$ cat src/rtl/poly_pm_if.sv
// PolyMul-port bus between the pointwise engine (master) and the polynomial memory (slave).
// Handshake: pm_req (reads) and pm_we (write) are the valid side, pm_stall is an inverted combinational ready; a cycle transfers only when pm_stall is low.
interface poly_pm_if #(
  parameter int NUM_BANKS = 4,
  parameter int N         = 256,
  parameter int W         = 16
);
  localparam int ADDR_W = $clog2(N);
  localparam int BW     = $clog2(NUM_BANKS);

  logic              pm_req;
  logic [BW-1:0]     pm_bank_r0;
  logic [ADDR_W-1:0] pm_addr_r0;
  logic [W-1:0]      pm_rdata_r0;
  logic [BW-1:0]     pm_bank_r1;
  logic [ADDR_W-1:0] pm_addr_r1;
  logic [W-1:0]      pm_rdata_r1;
  logic [BW-1:0]     pm_bank_w;
  logic              pm_we;
  logic [ADDR_W-1:0] pm_addr_w;
  logic [W-1:0]      pm_wdata;
  logic              pm_stall;

  modport master (
    output pm_req, pm_bank_r0, pm_addr_r0, pm_bank_r1, pm_addr_r1,
    output pm_bank_w, pm_we, pm_addr_w, pm_wdata,
    input  pm_rdata_r0, pm_rdata_r1, pm_stall
  );

  modport slave (
    input  pm_req, pm_bank_r0, pm_addr_r0, pm_bank_r1, pm_addr_r1,
    input  pm_bank_w, pm_we, pm_addr_w, pm_wdata,
    output pm_rdata_r0, pm_rdata_r1, pm_stall
  );
endinterface

$ cat src/rtl/poly_pointwise_engine.sv
// Streams C[i] = A[i] +/- B[i] mod Q through the PolyMul port, one coefficient per cycle,
// with a one-entry hold register that keeps a computed result alive across pm_stall.
module poly_pointwise_engine #(
  parameter int NUM_BANKS = 4,
  parameter int N         = 256,
  parameter int W         = 16,
  parameter int ADDR_W    = $clog2(N),
  parameter int Q         = 3329,
  localparam int BW       = $clog2(NUM_BANKS)
) (
  input  logic          clk,
  input  logic          rst_n,
  input  logic          start,
  input  logic          op,
  input  logic [BW-1:0] src_a_bank,
  input  logic [BW-1:0] src_b_bank,
  input  logic [BW-1:0] dst_bank,
  output logic          busy,
  output logic          done,
  output logic          err,
  output logic          dbg_state,
  poly_pm_if.master     pm
);

  typedef enum logic {S_IDLE = 1'b0, S_RUN = 1'b1} state_e;

  localparam logic [ADDR_W:0]   RD_END  = (ADDR_W+1)'(N);
  localparam logic [ADDR_W-1:0] LAST_IX = ADDR_W'(N-1);
  localparam logic [W:0]        Q_EXT   = (W+1)'(Q);

  state_e            state_q, state_d;
  logic [ADDR_W:0]   rd_idx_q, rd_idx_d;
  logic [ADDR_W-1:0] wr_idx_q, wr_idx_d;
  logic              rd_pending_q, rd_pending_d;
  logic              hold_valid_q, hold_valid_d;
  logic [W-1:0]      hold_data_q, hold_data_d;
  logic              op_q, op_d;
  logic [BW-1:0]     bank_a_q, bank_a_d;
  logic [BW-1:0]     bank_b_q, bank_b_d;
  logic [BW-1:0]     bank_w_q, bank_w_d;
  logic              done_q, done_d;
  logic              err_q, err_d;

  logic              run;
  logic              accept;
  logic              rd_issue;
  logic              wr_valid;
  logic [W:0]        sum_ext;
  logic [W:0]        diff_ext;
  logic [W-1:0]      f_res;
  logic [W-1:0]      wdata_mux;
  logic [ADDR_W-1:0] rd_addr;

  always_comb begin
    sum_ext  = {1'b0, pm.pm_rdata_r0} + {1'b0, pm.pm_rdata_r1};
    diff_ext = {1'b0, pm.pm_rdata_r0} - {1'b0, pm.pm_rdata_r1};
    if (pm.pm_rdata_r0 < pm.pm_rdata_r1) begin
      diff_ext = diff_ext + Q_EXT;
    end
    if (op_q) begin
      f_res = diff_ext[W-1:0];
    end else if (sum_ext >= Q_EXT) begin
      f_res = W'(sum_ext - Q_EXT);
    end else begin
      f_res = sum_ext[W-1:0];
    end
  end

  assign run       = (state_q == S_RUN);
  assign accept    = ~pm.pm_stall;
  assign rd_issue  = run && (rd_idx_q < RD_END);
  assign wr_valid  = hold_valid_q | rd_pending_q;
  assign wdata_mux = hold_valid_q ? hold_data_q : f_res;
  // Past the last coefficient the read address parks on N-1 so it never leaves the bank.
  assign rd_addr   = (rd_idx_q >= RD_END) ? LAST_IX : rd_idx_q[ADDR_W-1:0];

  always_comb begin
    state_d      = state_q;
    rd_idx_d     = rd_idx_q;
    wr_idx_d     = wr_idx_q;
    rd_pending_d = rd_pending_q;
    hold_valid_d = hold_valid_q;
    hold_data_d  = hold_data_q;
    op_d         = op_q;
    bank_a_d     = bank_a_q;
    bank_b_d     = bank_b_q;
    bank_w_d     = bank_w_q;
    done_d       = 1'b0;
    err_d        = 1'b0;

    case (state_q)
      S_IDLE: begin
        if (start) begin
          if (src_a_bank != src_b_bank) begin
            state_d      = S_RUN;
            op_d         = op;
            bank_a_d     = src_a_bank;
            bank_b_d     = src_b_bank;
            bank_w_d     = dst_bank;
            rd_idx_d     = '0;
            wr_idx_d     = '0;
            rd_pending_d = 1'b0;
            hold_valid_d = 1'b0;
          end else begin
            err_d = 1'b1;
          end
        end
      end
      S_RUN: begin
        rd_pending_d = accept && rd_issue;
        if (accept && rd_issue) begin
          rd_idx_d = rd_idx_q + (ADDR_W+1)'(1);
        end
        if (wr_valid) begin
          if (accept) begin
            wr_idx_d     = wr_idx_q + ADDR_W'(1);
            hold_valid_d = 1'b0;
            if (wr_idx_q == LAST_IX) begin
              state_d = S_IDLE;
              done_d  = 1'b1;
            end
          end else if (rd_pending_q) begin
            // The read data is only valid this cycle, so park the result before it is lost.
            hold_data_d  = f_res;
            hold_valid_d = 1'b1;
          end
        end
      end
      default: begin
        state_d = S_IDLE;
      end
    endcase
  end

  always_ff @(posedge clk or negedge rst_n) begin
    if (!rst_n) begin
      state_q      <= S_IDLE;
      rd_idx_q     <= '0;
      wr_idx_q     <= '0;
      rd_pending_q <= 1'b0;
      hold_valid_q <= 1'b0;
      hold_data_q  <= '0;
      op_q         <= 1'b0;
      bank_a_q     <= '0;
      bank_b_q     <= '0;
      bank_w_q     <= '0;
      done_q       <= 1'b0;
      err_q        <= 1'b0;
    end else begin
      state_q      <= state_d;
      rd_idx_q     <= rd_idx_d;
      wr_idx_q     <= wr_idx_d;
      rd_pending_q <= rd_pending_d;
      hold_valid_q <= hold_valid_d;
      hold_data_q  <= hold_data_d;
      op_q         <= op_d;
      bank_a_q     <= bank_a_d;
      bank_b_q     <= bank_b_d;
      bank_w_q     <= bank_w_d;
      done_q       <= done_d;
      err_q        <= err_d;
    end
  end

  assign busy      = run;
  assign done      = done_q;
  assign err       = err_q;
  assign dbg_state = state_q;

  assign pm.pm_req     = run;
  assign pm.pm_bank_r0 = run ? bank_a_q : '0;
  assign pm.pm_bank_r1 = run ? bank_b_q : '0;
  assign pm.pm_addr_r0 = run ? rd_addr : '0;
  assign pm.pm_addr_r1 = run ? rd_addr : '0;
  assign pm.pm_bank_w  = run ? bank_w_q : '0;
  assign pm.pm_we      = run & wr_valid;
  assign pm.pm_addr_w  = run ? wr_idx_q : '0;
  assign pm.pm_wdata   = (run && wr_valid) ? wdata_mux : '0;

endmodule

$ cat src/flat_wrapper.sv
// flat-port wrapper written by rule: the top's interface ports become plain ports
module poly_pointwise_engine_flat 
#(
  parameter int NUM_BANKS = 4,
  parameter int N         = 256,
  parameter int W         = 16,
  parameter int ADDR_W    = $clog2(N),
  parameter int Q         = 3329,
  localparam int BW       = $clog2(NUM_BANKS)
)
  (clk, rst_n, start, op, src_a_bank, src_b_bank, dst_bank, busy, done, err, dbg_state, pm_pm_req, pm_pm_bank_r0, pm_pm_addr_r0, pm_pm_bank_r1, pm_pm_addr_r1, pm_pm_bank_w, pm_pm_we, pm_pm_addr_w, pm_pm_wdata, pm_pm_rdata_r0, pm_pm_rdata_r1, pm_pm_stall);
  poly_pm_if #(.NUM_BANKS(NUM_BANKS), .N(N), .W(W)) pm_i ();
  input  logic clk;
  input  logic rst_n;
  input  logic start;
  input  logic op;
  input  logic [BW-1:0] src_a_bank;
  input  logic [BW-1:0] src_b_bank;
  input  logic [BW-1:0] dst_bank;
  output logic busy;
  output logic done;
  output logic err;
  output logic dbg_state;
  output wire logic [$bits(pm_i.pm_req)-1:0] pm_pm_req;
  output wire logic [$bits(pm_i.pm_bank_r0)-1:0] pm_pm_bank_r0;
  output wire logic [$bits(pm_i.pm_addr_r0)-1:0] pm_pm_addr_r0;
  output wire logic [$bits(pm_i.pm_bank_r1)-1:0] pm_pm_bank_r1;
  output wire logic [$bits(pm_i.pm_addr_r1)-1:0] pm_pm_addr_r1;
  output wire logic [$bits(pm_i.pm_bank_w)-1:0] pm_pm_bank_w;
  output wire logic [$bits(pm_i.pm_we)-1:0] pm_pm_we;
  output wire logic [$bits(pm_i.pm_addr_w)-1:0] pm_pm_addr_w;
  output wire logic [$bits(pm_i.pm_wdata)-1:0] pm_pm_wdata;
  input wire logic [$bits(pm_i.pm_rdata_r0)-1:0] pm_pm_rdata_r0;
  input wire logic [$bits(pm_i.pm_rdata_r1)-1:0] pm_pm_rdata_r1;
  input wire logic [$bits(pm_i.pm_stall)-1:0] pm_pm_stall;
  assign pm_pm_req = pm_i.pm_req;
  assign pm_pm_bank_r0 = pm_i.pm_bank_r0;
  assign pm_pm_addr_r0 = pm_i.pm_addr_r0;
  assign pm_pm_bank_r1 = pm_i.pm_bank_r1;
  assign pm_pm_addr_r1 = pm_i.pm_addr_r1;
  assign pm_pm_bank_w = pm_i.pm_bank_w;
  assign pm_pm_we = pm_i.pm_we;
  assign pm_pm_addr_w = pm_i.pm_addr_w;
  assign pm_pm_wdata = pm_i.pm_wdata;
  assign pm_i.pm_rdata_r0 = pm_pm_rdata_r0;
  assign pm_i.pm_rdata_r1 = pm_pm_rdata_r1;
  assign pm_i.pm_stall = pm_pm_stall;
  poly_pointwise_engine #(.NUM_BANKS(NUM_BANKS), .N(N), .W(W), .ADDR_W(ADDR_W), .Q(Q)) u_core (.clk(clk), .rst_n(rst_n), .start(start), .op(op), .src_a_bank(src_a_bank), .src_b_bank(src_b_bank), .dst_bank(dst_bank), .busy(busy), .done(done), .err(err), .dbg_state(dbg_state), .pm(pm_i));
endmodule
$ cat config.mk
export PLATFORM = sky130hd
export DESIGN_NAME = poly_pointwise_engine_flat
export DESIGN_NICKNAME = d
export VERILOG_FILES = /design/src/rtl/poly_pm_if.sv /design/src/rtl/poly_pointwise_engine.sv /design/src/flat_wrapper.sv
export SDC_FILE = /design/constraint.sdc
export NUM_CORES = 1
export LEC_CHECK = 0
export CAP_MARGIN = 20
export CORE_MARGIN = 8
export CORE_UTILIZATION = 50
export CTS_BUF_LIST = sky130_fd_sc_hd__clkbuf_8
export CTS_CLUSTER_SIZE = 25
export DETAILED_ROUTE_END_ITERATION = 8
export PLACE_DENSITY_LB_ADDON = 0.25
export SLEW_MARGIN = 20
export SYNTH_ARGS = -nofsm -noshare
export SYNTH_HDL_FRONTEND = slang
export SYNTH_SLANG_ARGS = --single-unit
$ cat constraint.sdc
create_clock -name clk -period 7.1 [get_ports clk]
set_clock_uncertainty 0.05 [all_clocks]
set_input_delay 1.065 -clock clk [delete_from_list [all_inputs] [get_ports clk]]
set_output_delay 1.065 -clock clk [all_outputs]
set_load 0.005 [all_outputs]
Word-level counts from Yosys, hierarchy flattened
Index checks and enable logic that the tools add are counted.
Widths: inputs -> output; s select.
- eq/ne operators: 8
- $add $sub $neg: 6
- order comparisons: 4
- reduce and logical (&&, ||, !) cells: 9
- bitwise logic cells: 4
- muxes and demuxes: 40
- operators by type and width (kind ; count):
    $mux 16 ; 5
    $mux 8 ; 7
    $mux 9 ; 3
    $pmux 9 s2 ; 1
    $add 16x16->17 ; 1
    $ge 17x12->1 const B ; 1
    $mux 1 ; 17
    $add 16x12->16 const B ; 1
    $lt 16x16->1 ; 1
    $pmux 8 s2 ; 1
    $sub 16x12->16 const B ; 1
    $sub 16x16->16 ; 1
    $reduce_and 4->1 ; 3
    $add 9x1->9 const B ; 1
    $ge 9x9->1 const B ; 1
    $lt 9x9->1 const B ; 1
    $add 8x1->8 const B ; 1
    $eq 8x8->1 const B ; 1
    $ne 2x2->1 const B ; 4
    $mux 2 ; 3
    $pmux 1 s2 ; 3
    $reduce_and 3->1 ; 2
    $logic_and 1x1->1 ; 3
    $ne 3x3->1 const B ; 1
    6 further kinds ; 7
- output and inout port bits: 52
- bits in registers: 45
- word-level logic and storage cells: 83
- input bits: 43

Logic depth before layout (Yosys ltp)
- word-level depth: 6
- gate-level depth with buffers: 15
- mapped depth without buffers: 14

Worst setup path after synthesis
Ideal clock, no wire load.
- path kind: input-to-output
- start point: in pm_pm_rdata_r1[0]
- end point: out pm_pm_wdata[7]
- required time: 5.985 ns
- path buffers: 2
- setup slack: 1.766 ns
- stages on the path: 14
- arrival time: 4.219 ns
- path through: ha_1 > fa_1 > xor2_2 > and3_1 > clkbuf_1 > nand2_1 > o21a_1 > or4b_1 > a21o_1 > a221o_1 > buf_6 > a31oi_1 > o31ai_1 > a32o_1
- longest elaborated chain between the ends: 6
- elaborated cells on any way between the ends: 11
- those cells by class: add/sub: 4; order compare: 2; mux: 5
- RTL lines (item ; RTL line ; text):
    start, declared ; flat_wrapper.sv:34 ; input wire logic [$bits(pm_i.pm_rdata_r1)-1:0] pm_pm_rdata_r1;
    $add 16x16->17 / $sub 16x16->16 (equally long branches) ; poly_pointwise_engine.sv:55, poly_pointwise_engine.sv:56 ;
    $sub 16x12->16, or another cell as far along ; poly_pointwise_engine.sv:63 ; f_res = W'(sum_ext - Q_EXT);
    $mux 16, on equally long branches ; poly_pointwise_engine.sv:62, poly_pointwise_engine.sv:57 ;
    $mux 16 * ; poly_pointwise_engine.sv:60 ; if (op_q) begin
    $mux 16 * ; poly_pointwise_engine.sv:73 ; assign wdata_mux = hold_valid_q ? hold_data_q : f_res;
    $mux 16 * ; poly_pointwise_engine.sv:178 ; assign pm.pm_wdata = (run && wr_valid) ? wdata_mux : '0;
    end, declared ; flat_wrapper.sv:32 ; output wire logic [$bits(pm_i.pm_wdata)-1:0] pm_pm_wdata;
Every way passes the cells marked *; elsewhere a longest branch is shown, timed or not.

Worst setup path in the final report
- start point: in pm_pm_rdata_r1[0]
- end point: out pm_pm_wdata[9]
The elaborated chain is that of the path after synthesis.

==> metrics list <==
- The run finished with clean final reports.
- Worst-case headroom to the max-slew limit: a little over a third
- CTS built an H-tree with a depth of 2.
* Layout filler cell count: roughly 940
- The final route contains 4,987 vias.
- Detailed placement ended at an HPWL of roughly 11 mm.
- Clock latency on the worst-skew pair, taken at its later pin, is 0.30 ns.
- The final-report max-slew violation count is 0.
* I/O pin total: 95
- The via count of the first global-routing pass came to 4,816.
* Syn Inst Count: 645
* Max Cap Violations: 0
* Cell at the root of the clock tree: sky130_fd_sc_hd__clkbuf_8
* Ant diodes: 0
- Slowest library cell on the worst path: sky130_fd_sc_hd__a221o_1
- Placed instance count: 842
- Share of synthesized registers carrying an async set or reset: between 90% and 100%
- After layout, the design draws a total of 1300 uW.
* Nature of the critical path startpoint: input port
- Dividing the detail-routed wire length by the instance count gives approximately 16 um.
- Routability-driven placement finished with a final weighted congestion of between 0.8 and 0.9.
- Instance count along the most critical hold path: 2
- First-pass GRT wire length: 22.6 mm
- Die Wd: 117 um
* Setup fix buffers added after clock tree synthesis: 0
- The number of antenna violations at the first check in global routing is 0.
- Clock Tree Buf Depth: 2
- Data arrival time of the critical path: between 5 and 6 ns
- After detailed routing, the number of remaining DRC violations is 0.
- Setup slack on the worst reg-to-reg path comes out at about 4.5 ns.
- Part of the Yosys area used for sequential elements: 22.2%
- A synthesized cell averages slightly below 8 um^2.
- Worst reg2reg path endpoint: u_core.rd_idx_q[5]$_DFFE_PN0P_
* Area of combinational cells with multiple inputs: approximately 0.0036 mm^2
- Total Die Area: between 0.01 and 0.015 mm^2
- Summed over all layers, the global routing overflow is 0.
* End-of-flow core utilization: a little over three fifths
* Number of enable flip-flop cells after synthesis: 0
- The detail route stage leaves a number of antenna-violating nets equal to 0.
- Using the TritonRoute via totals, the vias-per-cell ratio works out to between 5 and 6.
* Total number of nets in the final design: 798
* Final critical-path required period: 6.83 ns
- Global-route total usage across every layer: between 20% and 30%
- At the pin with the least slew margin, the transition time is approximately 0.97 ns.
* Final setup violation count: 0
- Non-filler cells, final: ~850
- Endpoint type of the worst setup path: output pin
- The routed design has about 14 mm of wire.
- Clock-pin slew was measured on the worst setup and hold paths at ~0.080 ns.
- In the final timing run, aggregate negative setup slack is 0 ns.
* Most used flip-flop cell after synthesis: sky130_fd_sc_hd__dfrtp_1
- Entering global routing, the biggest net connects 46 pins.
* Beginning of the worst hold path: u_core.hold_data_q[5]$_DFFE_PN0P_
* Initial standard-cell utilization of the core: 51.7%
- In this design, the stage delay of the slowest critical-path cell is 0.59 ns.
* Ordered list of cells on the worst path: clkdlybuf4s50_1 > ha_1 > fa_1 > xor2_2 > and3_1 > nand2_1 > o21a_1 > or4b_1 > a21o_1 > a221o_1 > and3_1 > o31ai_1 > o21ba_1 > clkdlybuf4s50_1
- Row generation in the floorplan step produced 36 rows.
- Startpoint of the worst-slack reg-to-reg timing path: u_core.busy$_DFF_PN0_
- Unique masters post-synth: between 70 and 80
* Upper clock frequency limit: approximately 150 MHz
- For hold timing, the worst endpoint is u_core.hold_data_q[5]$_DFFE_PN0P_.
- Peak fanout along the critical path: 17
* IR drop worst, VDD: between 0.1 and 0.15 mV
- Of the cells placed in the final design, the portion with a size suffix greater than 1 is between 6 and 7%.
* Synth Cell Area: slightly above 0.005 mm^2
- Net count of the mapped netlist: roughly 730
- Total leakage power: between 0.002 and 0.003 uW
- In this run, the number of DRC markers left after iteration 0 of detailed routing was around 250.
- Area Growth Syn to Fin: 21.4%
- Registers take 0.00113 mm^2.
- Before antenna repair, the detailed router went through 5 iterations.
- The final critical path takes up a little over nine tenths of the cycle.
* Worst reg2reg path depth: 6
* Number of buffers created by CTS: 5
- Power per standard cell area: about 210 mW/mm^2
* Hold Crit Class: flip-flop to flip-flop
- CTS tree: done
- From bottom edge to top edge, the die measures between 100 and 150 um.
- Clock tree synthesis found a total of 45 sinks.
- STA puts the critical path data required time at ~6 ns.
* Worst setup path category: input port to output pin
* # port buffers: 94
- The core region is between 0.009 and 0.01 mm^2.
- For this design, the CTS-stage hold fixing added 0 buffers.
- Number of synthesized register bits: between 40 and 50
- Count of cells resized by post-cts repair: 0
- Warnings, synthesis: 0
- Setup repair after global routing missed its margin: false
* Final Hold Viols: 0
-- per-stage QoR --
step / hold WS (ns) / setup WS (ns) / cell area (um^2)
after floorplan: 0.396 / 1.77 / 5070
after CTS: 0.442 / 0.241 / 6150
after global placement: 0.413 / 0.365 / 6050
final: 0.438 / 0.268 / 6160
after global routing: 0.474 / 0.00552 / 6160
after detailed placement: 0.420 / 0.252 / 6050
-- cell usage in the layout, fill, tap and decap left out, types with 13 or more instances in the layout --
cell type                         synthesis  routed
sky130_fd_sc_hd__inv_1                   37      37
sky130_fd_sc_hd__xor2_1                  21      21
sky130_fd_sc_hd__o21ai_0                 32      32
sky130_fd_sc_hd__nand3_1                 16      16
sky130_fd_sc_hd__ha_1                    37      37
sky130_fd_sc_hd__clkdlybuf4s50_1          0      93
sky130_fd_sc_hd__nor2_1                  43      43
sky130_fd_sc_hd__o21a_1                  13      13
sky130_fd_sc_hd__o31ai_1                 17      17
sky130_fd_sc_hd__mux2_2                  14      14
sky130_fd_sc_hd__a21oi_1                 41      41
sky130_fd_sc_hd__xnor2_1                 25      24
sky130_fd_sc_hd__and2_1                  18      18
sky130_fd_sc_hd__nor3_1                  14      14
sky130_fd_sc_hd__nand2_1                 60      60
sky130_fd_sc_hd__dfrtp_1                 45      45
-- worst max-delay path: cells and delay by family --
kind                     cells  cell delay [ns]
AO/OA/AOI/OAI                5             1.55
XOR/XNOR                     1             0.29
adder cells (fa/ha/maj)      2             0.68
buffers and inverters        2             0.95
AND/OR/NAND/NOR              4             1.19
-- cell families after synthesis --
group / after synthesis / share of synthesized area (%)
simple gates: 230 / 23.5
compound gates: 189 / 25.6
buf+inv: 78 / 6.83
xor+xnor: 47 / 8.26
flops: 45 / 22.2
fa+ha+maj: 39 / 9.91
mux: 17 / 3.72
-- area by class of cell --
type / count / share of cell area (%)
Clock buffer: 5 / 1.12
Clock inverter: 2 / 0.569
Inverter: 38 / 2.32
Multi-Input combinational cell: 522 / 58.6
Sequential cell: 45 / 18.3
Tap cell: 133 / 2.70
Timing Repair Buffer: 104 / 16.5
-- state kept, by name, indices dropped and copies added (netlist names) --
signal	count
u_core.bank_w_q	2
u_core.hold_data_q	16
u_core.err	1
u_core.rd_idx_q	9
u_core.hold_valid_q	1
u_core.busy	1
u_core.op_q	1
u_core.rd_pending_q	1
u_core.done	1
u_core.bank_a_q	2
u_core.wr_idx_q	8
u_core.bank_b_q	2
-- where the power goes --
group / internal [uW] / total, uW / leakage (uW) / switching [uW]
logic: 374 / 729 / 0.00200 / 355
registers: 327 / 387 / 0.000561 / 60.2
clock network: 102 / 188 / 0.0000540 / 85.4
-- worst max-delay path by stage --
stage / cells past startpoint / end / from / slack, ns
6_report: 14 / pm_pm_wdata[9] / pm_pm_rdata_r1[0] / 0.27
5_1_grt: 14 / pm_pm_wdata[7] / pm_pm_rdata_r1[0] / 0.006
4_1_cts: 14 / pm_pm_wdata[9] / pm_pm_rdata_r1[0] / 0.24
3_5_place_dp: 14 / pm_pm_wdata[9] / pm_pm_rdata_r1[0] / 0.25
3_3_place_gp: 14 / pm_pm_wdata[10] / pm_pm_rdata_r1[0] / 0.37
2_1_floorplan: 14 / pm_pm_wdata[7] / pm_pm_rdata_r1[0] / 1.77
-- synth_stat cells, drive strengths merged (16+ instances only) --
| cell type | count | share of area, % |
|---|---|---|
| a21oi | 41 | 4.0 |
| and2 | 18 | 2.2 |
| buf | 18 | 2.4 |
| clkbuf | 22 | 1.6 |
| dfrtp | 45 | 22 |
| ha | 37 | 9.1 |
| inv | 37 | 2.7 |
| nand2 | 60 | 4.4 |
| nand3 | 16 | 1.6 |
| nor2 | 43 | 3.2 |
| o21ai | 39 | 3.8 |
| o31ai | 17 | 2.5 |
| xnor2 | 25 | 4.3 |
| xor2 | 22 | 3.9 |
-- routing by layer --
metal | routed length [um] | share of wire (%) | global-route usage [%] | vias to the layer above
met4 | 176 | 1.3 | 5.55 | 0
met5 | 0 | 0 | 0 | -
met1 | 6070 | 45 | 25.2 | 2332
met3 | 832 | 6.1 | 2.02 | 18
met2 | 6540 | 48 | 35.5 | 166
li1 | - | - | - | 2471
Power figures use the tool's default switching activity.
